File: src/rtl/alux_pkg.sv
// Shared definitions for the ALUX issuer: opcode map, FSM encoding and
// the opcode legality check.
package alux_pkg;

  localparam int OPR_W = 4;

  localparam logic [OPR_W-1:0] OPR_A    = 4'b0000;
  localparam logic [OPR_W-1:0] OPR_B    = 4'b0001;
  localparam logic [OPR_W-1:0] OPR_ADD  = 4'b0010;
  localparam logic [OPR_W-1:0] OPR_SUB  = 4'b0011;
  localparam logic [OPR_W-1:0] OPR_MUL  = 4'b0100;
  localparam logic [OPR_W-1:0] OPR_REIM = 4'b0110;
  localparam logic [OPR_W-1:0] OPR_EQ   = 4'b1000;
  localparam logic [OPR_W-1:0] OPR_MODA = 4'b1001;
  localparam logic [OPR_W-1:0] OPR_MODB = 4'b1010;

  typedef enum logic [1:0] {
    ST_IDLE  = 2'd0,
    ST_ISSUE = 2'd1,
    ST_WAIT  = 2'd2,
    ST_RESP  = 2'd3
  } state_t;

  function automatic logic is_legal_opr(input logic [OPR_W-1:0] opr);
    case (opr)
      OPR_A, OPR_B, OPR_ADD, OPR_SUB, OPR_MUL,
      OPR_REIM, OPR_EQ, OPR_MODA, OPR_MODB: return 1'b1;
      default:                              return 1'b0;
    endcase
  endfunction

endpackage

File: src/rtl/alux_issuer_wdog.sv
// WAIT-state watchdog. Loaded in ISSUE, counts down once per WAIT cycle and
// flags expiry during the TIMEOUT-th WAIT cycle.
module alux_issuer_wdog #(
  parameter int TIMEOUT = 63
) (
  input  logic clock,
  input  logic reset,
  input  logic clr_i,
  input  logic en_i,
  output logic expired_o
);

  localparam int CNT_W = $clog2(TIMEOUT + 1);

  logic [CNT_W-1:0] cnt_q;

  // Down-counter; holds at zero so it can never wrap if left enabled.
  always_ff @(posedge clock or posedge reset) begin
    if (reset) begin
      cnt_q <= '0;
    end else if (clr_i) begin
      cnt_q <= CNT_W'(TIMEOUT - 1);
    end else if (en_i && (cnt_q != '0)) begin
      cnt_q <= cnt_q - CNT_W'(1);
    end
  end

  assign expired_o = en_i && (cnt_q == '0);

endmodule

File: src/rtl/alux_issuer.sv
// Command issuer for the ALUX complex ALU. Accepts tagged commands, pulses
// start, waits for done (with watchdog) and returns a tagged response.
//
// state    | meaning
// ST_IDLE  | ready for a command
// ST_ISSUE | start pulse on the ALU, watchdog loaded
// ST_WAIT  | waiting for alu_done or timeout
// ST_RESP  | response held until downstream takes it
module alux_issuer
  import alux_pkg::*;
#(
  parameter int DATA_W  = 64,
  parameter int TAG_W   = 4,
  parameter int TIMEOUT = 63
) (
  input  logic              clock,
  input  logic              reset,
  input  logic              cmd_valid,
  output logic              cmd_ready,
  input  logic [OPR_W-1:0]  cmd_opr,
  input  logic [DATA_W-1:0] cmd_a,
  input  logic [DATA_W-1:0] cmd_b,
  input  logic [TAG_W-1:0]  cmd_tag,
  output logic [DATA_W-1:0] alu_inA,
  output logic [DATA_W-1:0] alu_inB,
  output logic [OPR_W-1:0]  alu_opr,
  output logic              alu_start,
  input  logic              alu_done,
  input  logic [DATA_W-1:0] alu_outAB,
  output logic              rsp_valid,
  input  logic              rsp_ready,
  output logic [DATA_W-1:0] rsp_data,
  output logic [TAG_W-1:0]  rsp_tag,
  output logic              rsp_err,
  output logic              busy,
  output logic [15:0]       ops_count,
  output logic [7:0]        err_count
);

  state_t            state_q;
  logic              cmd_ready_q;
  logic [DATA_W-1:0] alu_inA_q;
  logic [DATA_W-1:0] alu_inB_q;
  logic [OPR_W-1:0]  alu_opr_q;
  logic              alu_start_q;
  logic              rsp_valid_q;
  logic [DATA_W-1:0] rsp_data_q;
  logic [TAG_W-1:0]  rsp_tag_q;
  logic              rsp_err_q;
  logic [15:0]       ops_cnt_q;
  logic [7:0]        err_cnt_q;
  logic [7:0]        err_cnt_d;
  logic              wd_expired;

  alux_issuer_wdog #(
    .TIMEOUT (TIMEOUT)
  ) u_wdog (
    .clock     (clock),
    .reset     (reset),
    .clr_i     (state_q == ST_ISSUE),
    .en_i      (state_q == ST_WAIT),
    .expired_o (wd_expired)
  );

  // Saturating error count increment.
  always_comb begin
    err_cnt_d = err_cnt_q;
    if (err_cnt_q != 8'hFF) begin
      err_cnt_d = err_cnt_q + 8'd1;
    end
  end

  // Issuer FSM with registered handshake, ALU drive and response outputs.
  always_ff @(posedge clock or posedge reset) begin
    if (reset) begin
      state_q     <= ST_IDLE;
      cmd_ready_q <= 1'b0;
      alu_inA_q   <= '0;
      alu_inB_q   <= '0;
      alu_opr_q   <= '0;
      alu_start_q <= 1'b0;
      rsp_valid_q <= 1'b0;
      rsp_data_q  <= '0;
      rsp_tag_q   <= '0;
      rsp_err_q   <= 1'b0;
      ops_cnt_q   <= '0;
      err_cnt_q   <= '0;
    end else begin
      alu_start_q <= 1'b0;
      case (state_q)
        ST_IDLE: begin
          cmd_ready_q <= 1'b1;
          if (cmd_valid && cmd_ready_q) begin
            cmd_ready_q <= 1'b0;
            rsp_tag_q   <= cmd_tag;
            if (is_legal_opr(cmd_opr)) begin
              alu_inA_q   <= cmd_a;
              alu_inB_q   <= cmd_b;
              alu_opr_q   <= cmd_opr;
              alu_start_q <= 1'b1;
              state_q     <= ST_ISSUE;
            end else begin
              // Illegal opcode never reaches the ALU.
              rsp_data_q  <= '0;
              rsp_err_q   <= 1'b1;
              rsp_valid_q <= 1'b1;
              err_cnt_q   <= err_cnt_d;
              state_q     <= ST_RESP;
            end
          end
        end
        ST_ISSUE: begin
          // alu_done seen here belongs to a previous operation.
          state_q <= ST_WAIT;
        end
        ST_WAIT: begin
          if (alu_done) begin
            rsp_data_q  <= alu_outAB;
            rsp_err_q   <= 1'b0;
            rsp_valid_q <= 1'b1;
            ops_cnt_q   <= ops_cnt_q + 16'd1;
            state_q     <= ST_RESP;
          end else if (wd_expired) begin
            rsp_data_q  <= '0;
            rsp_err_q   <= 1'b1;
            rsp_valid_q <= 1'b1;
            err_cnt_q   <= err_cnt_d;
            state_q     <= ST_RESP;
          end
        end
        ST_RESP: begin
          if (rsp_ready) begin
            rsp_valid_q <= 1'b0;
            cmd_ready_q <= 1'b1;
            state_q     <= ST_IDLE;
          end
        end
        default: begin
          state_q <= ST_IDLE;
        end
      endcase
    end
  end

  assign cmd_ready = cmd_ready_q;
  assign alu_inA   = alu_inA_q;
  assign alu_inB   = alu_inB_q;
  assign alu_opr   = alu_opr_q;
  assign alu_start = alu_start_q;
  assign rsp_valid = rsp_valid_q;
  assign rsp_data  = rsp_data_q;
  assign rsp_tag   = rsp_tag_q;
  assign rsp_err   = rsp_err_q;
  assign busy      = (state_q != ST_IDLE);
  assign ops_count = ops_cnt_q;
  assign err_count = err_cnt_q;

endmodule

File: config.mk
export PLATFORM = sky130hd
export DESIGN_NAME = alux_issuer
export DESIGN_NICKNAME = d
export VERILOG_FILES = /design/src/rtl/alux_pkg.sv /design/src/rtl/alux_issuer_wdog.sv /design/src/rtl/alux_issuer.sv
export SDC_FILE = /design/constraint.sdc
export NUM_CORES = 1
export LEC_CHECK = 0
export BUFFER_PORTS_ARGS = -buffer_cell sky130_fd_sc_hd__buf_2
export CORE_AREA = 2 2 169 171
export CTS_CLUSTER_DIAMETER = 40
export CTS_CLUSTER_SIZE = 10
export DETAILED_ROUTE_END_ITERATION = 16
export DIE_AREA = 0 0 171 173
export GPL_TIMING_DRIVEN = 0
export SLEW_MARGIN = 20
export SYNTH_ARGS = -nofsm -noshare
export SYNTH_HDL_FRONTEND = slang
export SYNTH_SLANG_ARGS = --single-unit
File: constraint.sdc
create_clock -name clock -period 18.7 [get_ports clock]
set_input_delay 0.935 -clock clock [delete_from_list [all_inputs] [get_ports clock]]
set_output_delay 0.935 -clock clock [all_outputs]
set_load 0.005 [all_outputs]
# Word-level counts from Yosys, hierarchy flattened
# Memories as Yosys holds them, arrays and structs flattened.
# Cells that the tools add are included.
# word_totals
reg_bits	236
latchBits	0
ramBits	0
romBits	16
inputBits	205
out_inout_bits	229
wordCells	81
memories	1
# op_classes
n_addsub	3
multipliers	0
div	0
magnitude_cmp	0
n_eq_ne	10
shift	0
n_mux	35
bitwise	0
reduce_logical	19
# mem_list
name	words	word_bits	read_ports	rd_clocked_by_memory_dff	write_ports	line	source
(name not given)	16	1	1	0	0	alux_pkg.sv:25	case (opr)
# ops
cell	count
64-bit two-way mux	4
64-bit one-hot mux with 2 select lines	1
8-bit two-way mux	5
16-bit by 1-bit adder with 16-bit output (second input constant)	1
8-bit one-hot mux with 2 select lines	1
1-bit two-way mux	13
6-bit two-way mux	2
2-bit two-way mux	5
2-bit inequality test (second input constant)	5
5-bit AND reduction	2
8-bit by 1-bit adder with 8-bit output (second input constant)	1
8-bit inequality test (second input constant)	1
2-bit one-hot mux with 4 select lines	1
2-bit nonzero test	4
6-bit zero test	1
2-bit AND reduction	3
3-bit AND reduction	2
6-bit nonzero test	1
6-bit by 1-bit subtractor with 6-bit output (second input constant)	1
2-bit equality test (second input constant)	2
1-bit one-hot mux with 2 select lines	2
4-bit AND reduction	1
1-bit logical AND	3
3-bit inequality test (second input constant)	1
4 further kinds	4

# Longest topological paths before layout
# Gate-level depths: netlist of run 1.
# depth
word_depth	6
depth_mapped	9
depth_no_buf	7

# Modules after synthesis
# From an unflattened synthesis of run 1, not the netlist that was laid out.
# unflattened
cells_unflattened	608
area_unflattened_um2	9218.8
# by_module_without_submodules
mod	instances	cells_per_inst	area_per_inst_um2	seq_area_each_um2
alux_issuer	1	564	8799.7	5755.5
alux_issuer_wdog	1	44	419.2	150.1

# Worst setup path before layout of run 1
# OpenSTA, ideal clock, no wires.
# synth_path
path_kind	input-to-reg
from	in cmd_opr[3]
to	reg alu_inA_q[54], in the netlist alu_inA[54]
setup_time_ns	0.125
t_arrival_ns	2.162
required_time_ns	18.575
setup_slack_ns	16.414
cell_stages	6
path_buffers	2
path_cell_list	a21oi_1 o211a_1 nand3_1 buf_2 buf_2 mux2_2
# synth_via
elab_chain_cells	4
# synth_lines
item	line	source
start: declaration	alux_issuer.sv:20	input logic [OPR_W-1:0] cmd_opr,
memory read 16 x 1 bit	-	
1-bit two-way mux	alux_issuer.sv:93	if (cmd_valid && cmd_ready_q) begin
1-bit two-way mux	alux_issuer.sv:90	case (state_q)
3-bit AND reduction (no source line)	-	
end signal: assignment	alux_issuer.sv:97	alu_inA_q <= cmd_a;
end: declaration	alux_issuer.sv:42	logic [DATA_W-1:0] alu_inA_q;
# Every way passes these cells. The select of a mux whose other input is x is not followed.
# A chain may end at the register's enable or synchronous reset.

# Worst setup path after layout of run 1
# layout_path
from	reg state_q[0]
to	reg rsp_data_q[57], in the netlist rsp_data[57]
# layout_via
elab_chain_cells	4
elab_cells_between_ends	9
classes_between	eq/ne: 4; mux: 1; reduce/logical: 4
# layout_lines
item	line	source
start: declaration	alux_issuer.sv:40	state_t state_q;
start signal: assignment	alux_issuer.sv:76	state_q <= ST_IDLE;
start signal: assignment	alux_issuer.sv:101	state_q <= ST_ISSUE;
start signal: assignment	alux_issuer.sv:108	state_q <= ST_RESP;
2-bit equality test	alux_issuer.sv:61, alux_issuer.sv:90	
1-bit logical AND	alux_issuer_wdog.sv:28	assign expired_o = en_i && (cnt_q == '0);
3-bit inequality test (no source line)	-	
4-bit AND reduction (no source line)	-	
end signal: assignment	alux_issuer.sv:118	rsp_data_q <= alu_outAB;
end: declaration	alux_issuer.sv:47	logic [DATA_W-1:0] rsp_data_q;
# Parallel ways exist; a longest one is shown, timed or not.

==> qor.csv, run 1 <==
metric;value;unit
final period utilization;0.1385;
count of cell types in the netlist;35;
CP required;19.12;ns
vias in the first global route;6817;
Port Buf Inserts;433;
Hold Crit Class;reg2reg;
ys flop type;dfrtp_1;
post-route insts no fill;1479;
Clk Latency, worst-skew pair;0.50;ns
multi-input logic area;2933;sq um
Pleak;6.834;nW
status;finished clean;
post-DP HPWL;20210;um
initial antenna violation count;3;
htree depth;2;
Rel. slew slack;0.5435;
CP startpoint kind;register;
DIE HEIGHT;173;um
setup TNS;0;ns
Tightest Pin Transition;0.6848;ns
clock sinks;236;
CORE AREA;27630;sq um
first-pass GRT wire length;39720;um
cts bufs inserted;39;
type of the worst setup path;reg2reg;
hold_ws;0.4661;ns
Clock Skew;0.01396;ns
GRT Total Usage;0.1740;
GPL Wtd Cong;0.7910;
mapped cell area;9060;sq um
Rows;61;
die area;29580;sq um
CP max stage cell;clkbuf_1;
Post-CTS Setup Inserts;0;
Max Cap Viol;0;
total iterations of the first detailed-routing run;6;
VDD IR max;0.08736;mV
CTS Hold Bufs;0;
syn nets;809;
register bit total from synthesis;236;
number of vias per cell;4.562;
peak fanout along the critical path;10;
Worst-path clk slew;0.05;ns
Detail Route Antenna Nets;0;
crit-path max cell delay;0.54;ns
async set or reset register ratio after synthesis;1.000;
number of synthesized flops with an enable pin;0;
Starting Density;0.3279;
Post-route DRC;0;
min Tclk post-route;2.590;ns
Synth Area per Inst;15.20;sq um
vias;6747;
RSZ-0062 raised after global routing;no;
I/O pins;434;
GRT overflow;0;
Hold Fails Final Rpt;0;
YS warnings;0;
Area growth syn-to-layout;44.83;%
Post-CTS Resized;0;
final net count;1285;
# placed instances;1409;
crit path DAT;3.01;ns
final setup fails;0;
clock root buffer;clkbuf_16;
clock buffer depth;3;
DRT iter0 DRCs;282;
part of the Yosys area used for sequential elements;0.6518;
CTS tree;done;
FMAX;386.1;MHz
Worst setup EP type;register;
WL/cell;17.96;um
Slew Viols, Final;0;
largest net degree at the start of global routing;96;
worst path cell trace;inv_1, ha_1, buf_2, nand3_1, a21oi_1, and2_1, clkbuf_1, a22o_1;
Filler Cell Count;2528;
final WL;26560;um
cell count after synthesis;596;
Pwr Density;163.3;nW/um^2
Die Span X;171;um
layout cells sized above 1;0.6120;
FF/Latch Area;5906;sq um
## final timing paths
| kind | startpoint | end | slack [ns] | cells past startpoint |
|---|---|---|---|---|
| worst min-delay path | ops_count[15] | ops_count[15] | 0.47 | 1 |
| max in group asynchronous | reset | alu_inB[58] | 17.34 | 3 |
| worst max register to register | state_q[0] | rsp_data[57] | 16.11 | 8 |
| worst min register to register | ops_count[15] | ops_count[15] | 0.47 | 1 |
| worst max-delay path | state_q[0] | rsp_data[57] | 16.11 | 8 |
| min in group asynchronous | reset | alu_inB[25] | 0.50 | 2 |
## kinds of logic after synthesis
family	count (synthesis)	synth area share
compound gates	87	0.08093
xor+xnor	26	0.02513
fa+ha+maj	8	0.01105
buf+inv	40	0.02444
flops	236	0.6518
mux	138	0.1715
simple gates	61	0.03508
## Yosys cell counts (6+ instances only)
cell / n / area, sq um
inv_1: 10 / 37.54
buf_6: 6 / 67.56
nand3_1: 9 / 45.04
xor2_1: 15 / 131.4
nand2_1: 14 / 52.55
buf_2: 21 / 105.1
mux2_2: 138 / 1554
nor2_1: 11 / 41.29
dfrtp_1: 236 / 5906
ha_1: 8 / 100.1
o21ai_0: 8 / 40.04
a22o_1: 64 / 560.5
nand2b_1: 6 / 37.54
xnor2_1: 11 / 96.34
## area by class of cell
class	count	area share
clock inverters	20	0.01926
plain buffers	30	0.01402
inverters	10	0.003433
well taps	378	0.03604
repair buffers	435	0.1694
multi-input cells	320	0.2235
clock buffers	47	0.08372
flip-flops and latches	236	0.4501
diodes	3	0.0005721
## through the flow
step           worst slack, ns  instance area, sq um  utilization  power (mW)
6_report                 16.11                 13120       0.4749       2.143
3_3_place_gp             8.266                 11700       0.4235       1.419
5_1_grt                  15.85                 13120       0.4747       2.273
3_5_place_dp             15.67                 11760       0.4257       1.434
2_1_floorplan            11.29                  9060            -       1.124
4_1_cts                  16.00                 13110       0.4746       2.177
## cell usage in the layout, fill, tap and decap left out, types with 2 or more instances in the layout
cell type,count
nor3_1,5
o211ai_1,3
ha_1,8
clkbuf_8,5
nand2_1,14
a22o_1,64
dfrtp_1,236
xnor2_1,11
inv_1,9
bufinv_16,5
diode_2,3
xor2_1,15
nand4_1,5
buf_2,454
and4_1,2
inv_6,3
and3_1,2
clkbuf_1,4
nand2b_1,6
clkinvlp_4,5
or3_1,2
mux2_2,138
clkinv_2,6
clkbuf_16,41
nor2_1,11
nand3_1,9
o21ai_0,8
buf_16,2
a21oi_1,4
buf_6,6
## per-layer routing
| layer | GRT usage | wire [um] | share of wire |
|---|---|---|---|
| met1 | 0.2059 | 10360 | 0.39 |
| met2 | 0.3001 | 13360 | 0.50 |
| met3 | 0.04852 | 2035 | 0.077 |
| met4 | 0.06321 | 813 | 0.031 |
| met5 | 0 | 0 | 0 |
## worst max-delay path, delay by kind of cell (launching register included)
kind            cells  cell delay (ns)
buf+inv             3             0.83
compound gates      2             0.58
simple gates        2             0.55
flops               1             0.41
fa+ha+maj           1             0.14
## power breakdown
group	switching, mW	internal (mW)
clock	0.242	0.486
combinational	0.281	0.335
sequential	0.0993	0.700
## registers in the layout, summed over array words and instances (netlist names)
signal        count
alu_inA          64
alu_inB          64
rsp_data         64
ops_count        16
err_count         8
u_wdog.cnt_q      6
alu_opr           4
rsp_tag           4
state_q           2
alu_start         1
cmd_ready         1
rsp_err           1
rsp_valid         1
Note: power is estimated with default switching activity, not from simulation.
==> run 2, diff against run 1 <==
--- a/config.mk
+++ b/config.mk
@@ -6,11 +6,11 @@
 export NUM_CORES = 1
 export LEC_CHECK = 0
 export BUFFER_PORTS_ARGS = -buffer_cell sky130_fd_sc_hd__buf_2
-export CORE_AREA = 2 2 169 171
+export CORE_AREA = 2 2 171 173
 export CTS_CLUSTER_DIAMETER = 40
 export CTS_CLUSTER_SIZE = 10
 export DETAILED_ROUTE_END_ITERATION = 16
-export DIE_AREA = 0 0 171 173
+export DIE_AREA = 0 0 173 175
 export GPL_TIMING_DRIVEN = 0
 export SLEW_MARGIN = 20
 export SYNTH_ARGS = -nofsm -noshare
==> constraint.sdc (replaced) <==
create_clock -name clock -period 2.4 [get_ports clock]
set_input_delay 0.12 -clock clock [delete_from_list [all_inputs] [get_ports clock]]
set_output_delay 0.12 -clock clock [all_outputs]
set_load 0.005 [all_outputs]
==> run 2 against run 1 <==
Combinational power grew to 8.4 times the previous value. Clock power grew to 7.7 times the previous value. Flip-flop and latch count stayed put. Via count is 14% higher. Largest power group unchanged. Highest routed layer unchanged.
==> qor.csv, run 2 (synthesis gave the netlist of run 1 again) <==
metric;value;unit
Max Cap Viol;0;
FMAX;447.9;MHz
layout cells sized above 1;0.5229;
final setup fails;0;
cell mode on critical path;buf_2;
pre-CTS WS;-0.3445;ns
CP required;2.84;ns
Pleak;7.725;nW
# placed instances;1421;
GPL Wtd Cong;0.7806;
Filler Cell Count;2385;
Core Util, Final;0.5384;
Worst Slack Setup Final;0.1676;ns
Area growth syn-to-layout;68.73;%
# diodes;0;
crit path DAT;2.67;ns
Detail Route Antenna Nets;0;
VDD IR max;0.7080;mV
Total Power;17.05;mW
Post-route DRC;0;
clock root buffer;clkbuf_16;
Tightest Pin Transition;0.5784;ns
Pwr Density;1115;nW/um^2
DRT iter0 DRCs;315;
vias in the first global route;8250;
Starting Density;0.3191;
final period utilization;0.9302;
most common cell after layout, fill and taps aside;buf_2;
Rel. slew slack;0.6115;
Rows;62;
CORE AREA;28390;sq um
Slew Viols, Final;0;
clock sinks;236;
WL/cell;17.45;um
final WL;29590;um
DIE HEIGHT;175;um
hold_ws;0.08560;ns
GRT Total Usage;0.1918;
Clk Latency, worst-skew pair;0.51;ns
commonest cells after routing, fill and taps aside;450 x buf_2, 236 x dfrtp_1, 202 x dlygate4sd3_1;
Hold Crit Class;in2reg;
Worst-path clk slew;0.05;ns
peak fanout along the critical path;10;
Worst setup EP type;register;
CTS tree;done;
total iterations of the first detailed-routing run;4;
die area;30280;sq um
min Tclk post-route;2.232;ns
worst path cell trace;inv_1, ha_1, buf_2, nand2b_1, a21oi_2, and2_2, buf_2, buf_2, a22o_1;
I/O pins;434;
post-route insts no fill;1696;
number of vias per cell;4.545;
cts bufs inserted;40;
Post-CTS Setup Inserts;0;
htree depth;2;
Die Span X;173;um
crit-path max cell delay;0.39;ns
CP max stage cell;dfrtp_1;
post-DP HPWL;19960;um
type of the worst setup path;reg2reg;
vias;7708;
status;finished clean;
GRT overflow;0;
clock buffer depth;3;
CP startpoint kind;register;
Clock Skew;0.01018;ns
initial antenna violation count;0;
Port Buf Inserts;433;
largest net degree at the start of global routing;35;
final net count;1494;
Hold Fails Final Rpt;0;
first-pass GRT wire length;46210;um
==> run 2: cell types whose count changed in the layout (fill, tap and decap cells not counted), moves of 3 or more <==
cell / previous run / this run
clkinv_2: 6 / 9
buf_12: 0 / 7
diode_2: 3 / 0
clkbuf_1: 4 / 8
buf_2: 454 / 450
dlygate4sd3_1: 0 / 202
==> run 2: per-stage QoR <==
stage | instance area, sq um | TNS [ns]
6_report | 15290 | 0
5_1_grt | 15290 | -0.005328
4_1_cts | 15260 | 0
3_5_place_dp | 11880 | -21.72
3_3_place_gp | 11710 | -586.61
2_1_floorplan | 9064 | -191.60
==> run 2: cell type report <==
| class | instances | area [sq um] | share of cell area |
|---|---|---|---|
| Clock inverter | 21 | 209.0 | 0.01367 |
| Timing Repair Buffer | 643 | 4357 | 0.2850 |
| Multi-Input combinational cell | 320 | 2973 | 0.1945 |
| Tap cell | 384 | 480.5 | 0.03143 |
| Inverter | 10 | 41.29 | 0.002701 |
| Sequential cell | 236 | 5906 | 0.3863 |
| Buffer | 30 | 193.9 | 0.01269 |
| Clock buffer | 52 | 1127 | 0.07374 |
==> run 2: worst max-delay path, delay by kind of cell, from the launching register on <==
family	cells	cell delay [ns]
buffers and inverters	4	0.76
AND/OR/NAND/NOR	2	0.41
flip-flops	1	0.39
AO/OA/AOI/OAI	2	0.39
adder cells (fa/ha/maj)	1	0.19
==> run 2: power breakdown <==
| part | switching, mW | internal, mW | leakage (nW) |
|---|---|---|---|
| clock network | 1.96 | 3.64 | 0.654 |
| logic | 2.30 | 2.87 | 4.10 |
| registers | 0.819 | 5.45 | 2.97 |
==> run 2: path summary, 6_finish.rpt <==
path	depth (start not counted)	slack (ns)	to	from
setup reg to reg	9	0.17	rsp_data[10]	state_q[0]
max in group asynchronous	7	0.97	alu_inB[47]	reset
setup / recovery	9	0.17	rsp_data[10]	state_q[0]
min in group asynchronous	3	0.21	rsp_data[32]	reset
hold / removal	4	0.09	err_count[2]	alu_done
hold reg to reg	1	0.47	ops_count[15]	ops_count[15]
==> run 2: what timing repair did <==
item / in CTS / in global routing
resized for setup: 7 / 5
pin swaps: 0 / 0
hold buffers: 202 / 0
endpoints found under the setup margin: 130 / 116
endpoints found under the hold margin: 221 / 0
cloned: 0 / 0
==> run 2: routing by layer <==
metal | track usage | vias to the layer above | part of all wire
met3 | 0.05352 | 72 | 0.067
met2 | 0.3237 | 318 | 0.49
met5 | 0 | - | 0
met1 | 0.2317 | 3791 | 0.40
met4 | 0.07874 | 0 | 0.037
li1 | - | 3527 | -
